--- src/rtl/column_projector_p.sv ---
`default_nettype none
// ============================================================================
// column_projector_p : streams flagged columns of matching rows as padded pages
// Rev 1.0
// ============================================================================
module column_projector_p #(
  parameter int               NUM_COLS   = 8,
  parameter int               COL_W      = 32,
  parameter int               PAGE_WORDS = 1024,
  parameter int               CNT_W      = 32,
  parameter logic [COL_W-1:0] PAD_WORD   = 32'h454E4444
) (
  input  logic                      clk,
  input  logic                      rst,
  input  logic                      start,
  input  logic [CNT_W-1:0]          record_num,
  input  logic [NUM_COLS-1:0]       column_flag,
  output logic                      busy,
  output logic                      done,
  input  logic                      in_valid,
  output logic                      in_ready,
  input  logic [NUM_COLS*COL_W-1:0] in_data,
  input  logic                      in_match,
  output logic                      out_valid,
  input  logic                      out_ready,
  output logic [COL_W-1:0]          out_data,
  output logic                      out_last,
  output logic                      cmd_valid,
  input  logic                      cmd_ready,
  output logic [63:0]               cmd_data
);

  localparam int                c_PW_W     = $clog2(PAGE_WORDS + 1);
  localparam logic [c_PW_W-1:0] c_LAST_POS = c_PW_W'(PAGE_WORDS - 1);

  typedef enum logic [2:0] {
    S_IDLE     = 3'd0,
    S_ROW_WAIT = 3'd1,
    S_PROJECT  = 3'd2,
    S_PAD      = 3'd3,
    S_CMD      = 3'd4,
    S_DONE     = 3'd5
  } state_t;

  state_t                     r_state;
  state_t                     w_state_nxt;
  logic [CNT_W-1:0]           r_rec_num;
  logic [CNT_W-1:0]           r_row_cnt;
  logic [NUM_COLS-1:0]        r_flag;
  logic [NUM_COLS-1:0]        r_rem_mask;
  logic [NUM_COLS*COL_W-1:0]  r_row;
  logic                       r_last_row;
  logic [c_PW_W-1:0]          r_page_words;
  logic [c_PW_W-1:0]          r_valid_words;
  logic [31:0]                r_page_idx;

  logic [NUM_COLS-1:0]        w_low_bit;
  logic [NUM_COLS-1:0]        w_rem_after;
  logic [COL_W-1:0]           w_proj_word;
  logic                       w_last_now;
  logic                       w_page_full;
  logic [31:0]                w_valid_ext;

  // Isolate the lowest pending column as a one-hot so selection and clearing share it.
  assign w_low_bit   = r_rem_mask & (~r_rem_mask + NUM_COLS'(1));
  assign w_rem_after = r_rem_mask & ~w_low_bit;
  assign w_last_now  = (r_row_cnt == r_rec_num - CNT_W'(1));
  assign w_page_full = (r_page_words == c_LAST_POS);
  assign w_valid_ext = 32'(r_valid_words);

  always_comb begin
    w_proj_word = '0;
    for (int i = 0; i < NUM_COLS; i++) begin
      if (w_low_bit[i]) begin
        w_proj_word = r_row[i*COL_W +: COL_W];
      end
    end
  end

  assign out_data = (r_state == S_PROJECT) ? w_proj_word :
                    (r_state == S_PAD)     ? PAD_WORD    : '0;
  assign out_last = ((r_state == S_PROJECT) || (r_state == S_PAD)) && w_page_full;
  assign cmd_data = {r_page_idx, w_valid_ext};

  always_ff @(posedge clk) begin
    if (!rst) begin
      r_state <= S_IDLE;
    end else begin
      r_state <= w_state_nxt;
    end
  end

  always_comb begin
    w_state_nxt = r_state;
    busy        = 1'b0;
    done        = 1'b0;
    in_ready    = 1'b0;
    out_valid   = 1'b0;
    cmd_valid   = 1'b0;
    case (r_state)
      S_IDLE: begin
        if (start) begin
          w_state_nxt = ((record_num == '0) || (column_flag == '0)) ? S_DONE : S_ROW_WAIT;
        end
      end
      S_ROW_WAIT: begin
        busy     = 1'b1;
        in_ready = 1'b1;
        if (in_valid) begin
          if (in_match) begin
            w_state_nxt = S_PROJECT;
          end else if (w_last_now) begin
            w_state_nxt = (r_page_words != '0) ? S_PAD : S_DONE;
          end
        end
      end
      S_PROJECT: begin
        busy      = 1'b1;
        out_valid = 1'b1;
        if (out_ready) begin
          if (w_page_full) begin
            w_state_nxt = S_CMD;
          end else if (w_rem_after == '0) begin
            // The word just sent leaves a partial page, so job end always pads.
            w_state_nxt = r_last_row ? S_PAD : S_ROW_WAIT;
          end
        end
      end
      S_PAD: begin
        busy      = 1'b1;
        out_valid = 1'b1;
        if (out_ready && w_page_full) begin
          w_state_nxt = S_CMD;
        end
      end
      S_CMD: begin
        busy      = 1'b1;
        cmd_valid = 1'b1;
        if (cmd_ready) begin
          if (r_rem_mask != '0) begin
            w_state_nxt = S_PROJECT;
          end else if (r_last_row) begin
            w_state_nxt = S_DONE;
          end else begin
            w_state_nxt = S_ROW_WAIT;
          end
        end
      end
      S_DONE: begin
        done        = 1'b1;
        w_state_nxt = S_IDLE;
      end
      default: w_state_nxt = S_IDLE;
    endcase
  end

  always_ff @(posedge clk) begin
    if (!rst) begin
      r_rec_num     <= '0;
      r_row_cnt     <= '0;
      r_flag        <= '0;
      r_rem_mask    <= '0;
      r_row         <= '0;
      r_last_row    <= 1'b0;
      r_page_words  <= '0;
      r_valid_words <= '0;
      r_page_idx    <= '0;
    end else begin
      case (r_state)
        S_IDLE: begin
          if (start) begin
            r_rec_num     <= record_num;
            r_flag        <= column_flag;
            r_row_cnt     <= '0;
            r_last_row    <= 1'b0;
            r_rem_mask    <= '0;
            r_page_words  <= '0;
            r_valid_words <= '0;
            r_page_idx    <= '0;
          end
        end
        S_ROW_WAIT: begin
          if (in_valid) begin
            r_row_cnt  <= r_row_cnt + CNT_W'(1);
            r_last_row <= w_last_now;
            if (in_match) begin
              r_row      <= in_data;
              r_rem_mask <= r_flag;
            end
          end
        end
        S_PROJECT: begin
          if (out_ready) begin
            r_rem_mask    <= w_rem_after;
            r_page_words  <= r_page_words + c_PW_W'(1);
            r_valid_words <= r_valid_words + c_PW_W'(1);
          end
        end
        S_PAD: begin
          if (out_ready) begin
            r_page_words <= r_page_words + c_PW_W'(1);
          end
        end
        S_CMD: begin
          if (cmd_ready) begin
            r_page_idx    <= r_page_idx + 32'd1;
            r_page_words  <= '0;
            r_valid_words <= '0;
          end
        end
        default: ;
      endcase
    end
  end

endmodule
`default_nettype wire

--- config.mk ---
export PLATFORM = sky130hd
export DESIGN_NAME = column_projector_p
export DESIGN_NICKNAME = d
export VERILOG_FILES = /design/src/rtl/column_projector_p.sv
export SDC_FILE = /design/constraint.sdc
export NUM_CORES = 1
export LEC_CHECK = 0
export ABC_CLOCK_PERIOD_IN_PS = 2400
export CAP_MARGIN = 40
export CORE_AREA = 2 2 233 235
export DETAILED_ROUTE_END_ITERATION = 16
export DIE_AREA = 0 0 235 237
export PLACE_DENSITY_LB_ADDON = 0.12
export SYNTH_ARGS = -nofsm -noshare
export SYNTH_HDL_FRONTEND = slang
export SYNTH_SLANG_ARGS = --single-unit
--- constraint.sdc ---
create_clock -name clk -period 2.4 [get_ports clk]
set_input_delay 0.48 -clock clk [delete_from_list [all_inputs] [get_ports clk]]
set_output_delay 0.48 -clock clk [all_outputs]
set_load 0.02 [all_outputs]
# Word level (Yosys, flattened, before mapping)
# Cells that the tools add are included.
dict set report word_totals {
  register_bits 394
  word_cells 110
  output_inout_bits 102
  inputBits 303
}
dict set report op_classes {
  mux 49
  bitwise 4
  eq_ne 16
  addsub 6
  reduce_logical 25
}
# op count
set ops {}
lappend ops {{two-way mux 32 bit} 12}
lappend ops {{one-hot mux 32 bit (2 select lines)} 2}
lappend ops {{one-hot mux 11 bit (3 select lines)} 2}
lappend ops {{adder 32 x 1 -> 32 bit, second input constant} 2}
lappend ops {{two-way mux 11 bit} 4}
lappend ops {{two-way mux 3 bit} 13}
lappend ops {{equality test 32 bit} 1}
lappend ops {{logical NOT 32 bit} 1}
lappend ops {{two-way mux 8 bit} 4}
lappend ops {{subtractor 32 x 1 -> 32 bit, second input constant} 1}
lappend ops {{two-way mux 31 bit} 1}
lappend ops {{one-hot mux 8 bit (3 select lines)} 1}
lappend ops {{adder 11 x 1 -> 11 bit, second input constant} 2}
lappend ops {{bitwise AND 8 bit} 2}
lappend ops {{logical NOT 8 bit} 2}
lappend ops {{NOT 8 bit} 2}
lappend ops {{one-hot mux 3 bit (5 select lines)} 1}
lappend ops {{equality test 11 x 10 -> 1 bit, second input constant} 1}
lappend ops {{nonzero test 11 bit} 1}
lappend ops {{inequality test 2 bit, second input constant} 5}
lappend ops {{AND reduction 3 bit} 3}
lappend ops {{nonzero test 3 bit} 3}
lappend ops {{adder 8 x 1 -> 8 bit, second input constant} 1}
lappend ops {{AND reduction 4 bit} 2}
lappend ops {{19 further kinds} 31}

# Longest topological paths before layout
dict set report logic_depth {
  ltp_word 12
  mapped_depth 11
}

# Worst setup path before layout
# OpenSTA, ideal clock, no wires.
dict set report synth_path {
  kind {reg-to-reg}
  start {register r_rec_num[17]}
  end {register r_state[2]}
  path_buffers 1
  synth_period_minus_slack_ns 2.679
  setup_slack_ns -0.279
  setup_time_ns 0.058
  t_arrival_ns 2.621
  stages_incl_launch_ff 10
  path_cell_list {dfxtp_1 -> buf_6 -> or4_4 -> or4_4 -> o211a_1 -> a211oi_1 -> a21oi_1 -> a2111oi_2 -> and3_1 -> o211a_1}
}
dict set report synth_via {
  elab_chain_cells 4
}
# element line
set synth_rtl {}
lappend synth_rtl {{start: declaration} 47} ;# logic [CNT_W-1:0] r_rec_num;
lappend synth_rtl {{start signal: assignment} 172} ;# r_rec_num <= record_num;
lappend synth_rtl {{subtractor 32 x 1 -> 32 bit} 67} ;# assign w_last_now = (r_row_cnt == r_rec_num - CNT_W'(1));
lappend synth_rtl {{equality test 32 bit} 67}
lappend synth_rtl {{inequality test 3 bit (no source line)} --}
lappend synth_rtl {{AND reduction 7 bit (no source line)} --}
lappend synth_rtl {{end signal: assignment} 89} ;# r_state <= w_state_nxt;
lappend synth_rtl {{end: declaration} 45} ;# state_t r_state;
# No other way between the ends.
# A chain may end at the register's enable or synchronous reset.

# Worst setup path after layout
dict set report layout_path {
  start {register r_rem_mask[1]}
  end {output port out_data[13]}
}
dict set report layout_via {
  elab_chain_cells 11
}
# element line
set layout_rtl {}
lappend layout_rtl {{start: declaration} 50} ;# logic [NUM_COLS-1:0] r_rem_mask;
lappend layout_rtl {{start signal: assignment} 188} ;# r_rem_mask <= r_flag;
lappend layout_rtl {{start signal: assignment} 194} ;# r_rem_mask <= w_rem_after;
lappend layout_rtl {{NOT 8 bit} 65} ;# assign w_low_bit = r_rem_mask & (~r_rem_mask + NUM_COLS'(1));
lappend layout_rtl {{adder 8 x 1 -> 8 bit} 65}
lappend layout_rtl {{bitwise AND 8 bit (*)} 65}
lappend layout_rtl {{two-way mux 32 bit (6 in series)} 74} ;# if (w_low_bit[i]) begin
lappend layout_rtl {{two-way mux 32 bit (*)} 74}
lappend layout_rtl {{two-way mux 32 bit (*)} 80} ;# assign out_data = (r_state == S_PROJECT) ? w_proj_word :
lappend layout_rtl {{end: declaration} 26} ;# output logic [COL_W-1:0] out_data,
# Every way passes the cells marked *; elsewhere a longest branch is shown, timed or not.

==> metrics.txt <==
# TYPE chip_impl_metric gauge
chip_impl_metric{name="drv.max_cap_violation_count",unit=""} 0
chip_impl_metric{name="die_height",unit="um"} 237
chip_impl_metric{name="firstDrtPassIters",unit=""} 7
chip_impl_info{name="layout_commonest_cell",value="sky130_fd_sc_hd__nand2_1"} 1
chip_impl_metric{name="nNetsFinal",unit=""} 3186
chip_impl_metric{name="rows",unit=""} 85
chip_impl_metric{name="power.static_leakage",unit="nW"} 9.96
chip_impl_metric{name="p_sw",unit="mW"} 6.42
chip_impl_metric{name="htreeDepth",unit=""} 2
chip_impl_metric{name="largest_net_degree_at_the_start_of_global_routing",unit=""} 77
chip_impl_metric{name="critical_path_peak_fanout",unit=""} 7
chip_impl_metric{name="report.final.slew_viol_count",unit=""} 0
chip_impl_metric{name="drt-vias-per-instance",unit=""} 5.12
chip_impl_metric{name="gp_congestion",unit=""} 0.885
chip_impl_metric{name="coreArea",unit="um^2"} 53300
chip_impl_metric{name="synth-seq-area-share",unit="%"} 42.8
chip_impl_info{name="end_kind",value="output pin"} 1
chip_impl_metric{name="design.die.area",unit="um^2"} 55700
chip_impl_metric{name="detailed_place.area",unit="um^2"} 24600
chip_impl_info{name="ctsRootBufferMaster",value="sky130_fd_sc_hd__clkbuf_16"} 1
chip_impl_metric{name="power-per-cell-area",unit="nW/um^2"} 737
chip_impl_info{name="rsz0062_at_grt",value="true"} 1
chip_impl_metric{name="syn2layout_area_growth",unit="%"} 50.5
chip_impl_info{name="crit_type",value="reg2out"} 1
chip_impl_metric{name="antenna_found_initial",unit=""} 4
chip_impl_metric{name="remaining_antenna_violation_count_after_routing",unit=""} 0
chip_impl_metric{name="post_route_drc_violation_count",unit=""} 0
chip_impl_info{name="tritoncts_clock_tree",value="done"} 1
chip_impl_metric{name="ys_types",unit=""} 66
chip_impl_info{name="failed_checks",value="negative setup slack"} 1
chip_impl_metric{name="slew_headroom",unit="%"} 56.6
chip_impl_metric{name="ys_async_sr_fraction",unit="%"} 0
chip_impl_metric{name="wl_met3",unit="um"} 3970
chip_impl_metric{name="first_global_vias",unit=""} 18267
chip_impl_metric{name="worst_path_arrival",unit="ns"} 2.77
chip_impl_metric{name="detail_route.wirelength.met1",unit="um"} 31300
chip_impl_metric{name="grt_pass1_wl",unit="um"} 106000
chip_impl_metric{name="global_route.overflow_total",unit=""} 0
chip_impl_metric{name="place_hpwl",unit="um"} 52500
chip_impl_metric{name="share_seq_of_total_power",unit="%"} 36.5
chip_impl_metric{name="syn-mean-instance-area",unit="um^2"} 7.89
chip_impl_info{name="worstSetupStartpointType",value="register"} 1
chip_impl_metric{name="cts_max_path_buffers",unit=""} 3
chip_impl_metric{name="yosys_warning_count",unit=""} 0
chip_impl_metric{name="wl_per_cell",unit="um"} 19.6
chip_impl_metric{name="ir_drop",unit="V"} 0.000504
chip_impl_metric{name="drt-total-wl",unit="um"} 70700
chip_impl_metric{name="p_int",unit="mW"} 14.0
chip_impl_info{name="outcome",value="finished with violations"} 1
chip_impl_metric{name="net_sw_share",unit="%"} 31.4
chip_impl_metric{name="power_frac_clock",unit="%"} 34.7
chip_impl_info{name="top_signal_layer_used",value="met5"} 1
chip_impl_metric{name="report.power.total",unit="mW"} 20.5
chip_impl_metric{name="clkLatencyLatePin",unit="ns"} 0.58
chip_impl_metric{name="max_clock_freq",unit="GHz"} 0.308
chip_impl_metric{name="edff_count_synth",unit=""} 0
chip_impl_metric{name="port-buffer-count",unit=""} 383
chip_impl_metric{name="postSynthRegisterBits",unit=""} 394
chip_impl_metric{name="final_area",unit="um^2"} 27700
chip_impl_metric{name="preCtsSetupSlack",unit="ns"} -0.734
chip_impl_metric{name="path_clk_slew",unit="ns"} 0.06
chip_impl_metric{name="die_w",unit="um"} 235
chip_impl_metric{name="dr_total_vias",unit=""} 18480
chip_impl_metric{name="dr.first_iter.drc_count",unit=""} 1393
chip_impl_info{name="timing.hold.worst.class",value="in2reg"} 1
chip_impl_metric{name="numCtsBuffers",unit=""} 46
chip_impl_metric{name="synthesis.instances",unit=""} 2335
chip_impl_metric{name="worst_hold_path.num_cells",unit=""} 2
chip_impl_metric{name="finClkSkew",unit="ns"} 0.0151
chip_impl_metric{name="comb_power_share",unit="%"} 28.8
chip_impl_metric{name="worst-endpoint-required",unit="ns"} 1.92
chip_impl_info{name="synth_top_flop_cell",value="sky130_fd_sc_hd__dfxtp_1"} 1
chip_impl_metric{name="globalRouteTotalUtil",unit="%"} 24.3
chip_impl_metric{name="netlist_area_before_placement",unit="um^2"} 18400
chip_impl_metric{name="ff2ff_path_depth",unit=""} 9
chip_impl_metric{name="finalSetupViolations",unit=""} 35
chip_impl_metric{name="top_level_ports",unit=""} 405
chip_impl_metric{name="period_share",unit="%"} 135
chip_impl_metric{name="max_slew.worst_pin.slew",unit="ns"} 0.650
chip_impl_metric{name="layout-drive-gt1-share",unit="%"} 19.0
chip_impl_info{name="mostFrequentLayoutCells",value="678 x sky130_fd_sc_hd__nand2_1, 387 x sky130_fd_sc_hd__dfxtp_1, 344 x sky130_fd_sc_hd__clkdlybuf4s50_1"} 1
chip_impl_metric{name="post-route-worst-setup-slack",unit="ns"} -0.850
chip_impl_metric{name="cts.sink_count",unit=""} 394
chip_impl_metric{name="filler_cell_count",unit=""} 5046
chip_impl_metric{name="detailroute.wirelength.met2",unit="um"} 32600
chip_impl_metric{name="timing.final.crit_period",unit="ns"} 3.25
chip_impl_metric{name="cts_hold_buf",unit=""} 0
chip_impl_metric{name="final_hold_viol_count",unit=""} 0
chip_impl_metric{name="effective_utilization_at_floorplan",unit="%"} 34.6
cell families after synthesis:
family / Yosys count / share of synthesized area, %
other cells: 1 / 0.0203
compound gates: 558 / 21.7
buf+inv: 198 / 4.53
flops: 394 / 42.8
fa+ha+maj: 8 / 0.516
mux: 7 / 0.380
simple gates: 1059 / 24.8
xor+xnor: 110 / 5.23
final timing paths:
check,start,end,slack (ns)
hold reg to reg,r_row[12],r_row[12],0.46
setup / recovery,r_rem_mask[1],out_data[13],-0.85
setup reg to reg,r_rec_num[18],r_state[1],-0.33
hold / removal,rst,r_rec_num[30],0.45
cell usage after synthesis, types with 3 or more instances:
cell / count / area share [%]
sky130_fd_sc_hd__and2_1: 12 / 0.41
sky130_fd_sc_hd__buf_1: 6 / 0.12
sky130_fd_sc_hd__nand2b_1: 8 / 0.27
sky130_fd_sc_hd__o2111ai_1: 4 / 0.19
sky130_fd_sc_hd__nand4_1: 42 / 1.4
sky130_fd_sc_hd__a221oi_1: 16 / 0.76
sky130_fd_sc_hd__nor3_1: 16 / 0.43
sky130_fd_sc_hd__a22oi_1: 22 / 0.90
sky130_fd_sc_hd__o21ai_0: 77 / 2.1
sky130_fd_sc_hd__buf_4: 21 / 0.86
sky130_fd_sc_hd__nand3b_1: 3 / 0.12
sky130_fd_sc_hd__o31ai_1: 15 / 0.61
sky130_fd_sc_hd__or3_1: 15 / 0.51
sky130_fd_sc_hd__and3_1: 16 / 0.54
sky130_fd_sc_hd__nand2_1: 692 / 14
sky130_fd_sc_hd__inv_1: 13 / 0.26
sky130_fd_sc_hd__mux2i_1: 7 / 0.38
sky130_fd_sc_hd__or4_1: 7 / 0.29
sky130_fd_sc_hd__nor4b_1: 5 / 0.24
sky130_fd_sc_hd__xnor2_1: 43 / 2.0
sky130_fd_sc_hd__nor4_1: 24 / 0.81
sky130_fd_sc_hd__a222oi_1: 19 / 1.0
sky130_fd_sc_hd__o211a_1: 4 / 0.22
sky130_fd_sc_hd__nor3b_1: 6 / 0.24
sky130_fd_sc_hd__nand3_1: 28 / 0.76
sky130_fd_sc_hd__and4_1: 7 / 0.33
sky130_fd_sc_hd__a221o_1: 19 / 1.0
sky130_fd_sc_hd__ha_1: 6 / 0.41
sky130_fd_sc_hd__o22ai_1: 4 / 0.14
sky130_fd_sc_hd__nand4b_1: 3 / 0.14
sky130_fd_sc_hd__clkbuf_1: 154 / 3.1
sky130_fd_sc_hd__nor2_1: 144 / 2.9
sky130_fd_sc_hd__o21a_1: 3 / 0.12
sky130_fd_sc_hd__a31oi_1: 5 / 0.17
sky130_fd_sc_hd__a21oi_1: 55 / 1.5
sky130_fd_sc_hd__or4_4: 3 / 0.18
sky130_fd_sc_hd__dfxtp_1: 394 / 43
sky130_fd_sc_hd__a21boi_0: 296 / 12
sky130_fd_sc_hd__a211oi_1: 5 / 0.20
sky130_fd_sc_hd__nor2b_1: 17 / 0.58
sky130_fd_sc_hd__xor2_1: 67 / 3.2
metal layers:
layer  track usage, %  vias to the layer above
met1             31.8                     8744
met5                0                        -
met3             4.05                      119
met4             10.7                        2
met2             39.3                      556
li1                 -                     9059
power groups by stage:
stage                     Sequential (mW)  Combinational, mW  Clock, mW
after floorplan                      7.43               2.79          0
after global placement               7.55               5.21          0
after detailed placement             7.55               5.29          0
after CTS                            7.43               5.51       7.27
after global routing                 7.51               6.40       7.54
final                                7.46               5.89       7.10
sequential cells by signal, indices dropped and copies added (netlist names):
register,flops
r_flag,8
r_last_row,1
r_page_idx,32
r_page_words,11
r_rec_num,32
r_rem_mask,8
r_row,256
r_row_cnt,32
r_state,3
r_valid_words,11
stage by stage:
step	util (%)	hold slack (ns)	instances	TNS [ns]
CTS	50.6	0.427	3584	-23.53
detailed placement	46.2	0.455	3475	-20.04
global placement	46.1	0.449	3474	-20.51
finish	52.1	0.449	3612	-23.09
global route	52.1	0.447	3612	-26.63
floorplan	-	0.440	2355	-0.552
cell type report:
cell class	count	area, um^2	area share (%)
multi-input cells	1764	10800	38.8
flip-flops and latches	394	7910	28.5
repair buffers	658	6600	23.8
clock buffers	69	1350	4.86
well taps	696	871	3.14
clock inverters	15	189	0.681
inverters	13	52.6	0.189
diodes	3	7.51	0.0271
worst max-delay path, cell delays in order (launching register included):
cell	delay (ns)
sky130_fd_sc_hd__dfxtp_4	0.38
sky130_fd_sc_hd__buf_6	0.11
sky130_fd_sc_hd__nor3_4	0.03
sky130_fd_sc_hd__and2_4	0.17
sky130_fd_sc_hd__buf_12	0.13
sky130_fd_sc_hd__buf_4	0.14
sky130_fd_sc_hd__buf_6	0.13
sky130_fd_sc_hd__a222oi_1	0.57
sky130_fd_sc_hd__nand4_1	0.19
sky130_fd_sc_hd__o21ai_1	0.14
sky130_fd_sc_hd__nor2_2	0.05
sky130_fd_sc_hd__buf_6	0.13
repair_timing:
item | 4_1_cts | 5_1_grt
pin swaps | 57 | 54
setup endpoints to repair | 43 | 44
gates cloned | 10 | 4
setup buffers | 17 | 26
gates resized for setup | 304 | 132
Note: power is estimated with default switching activity, not from simulation.
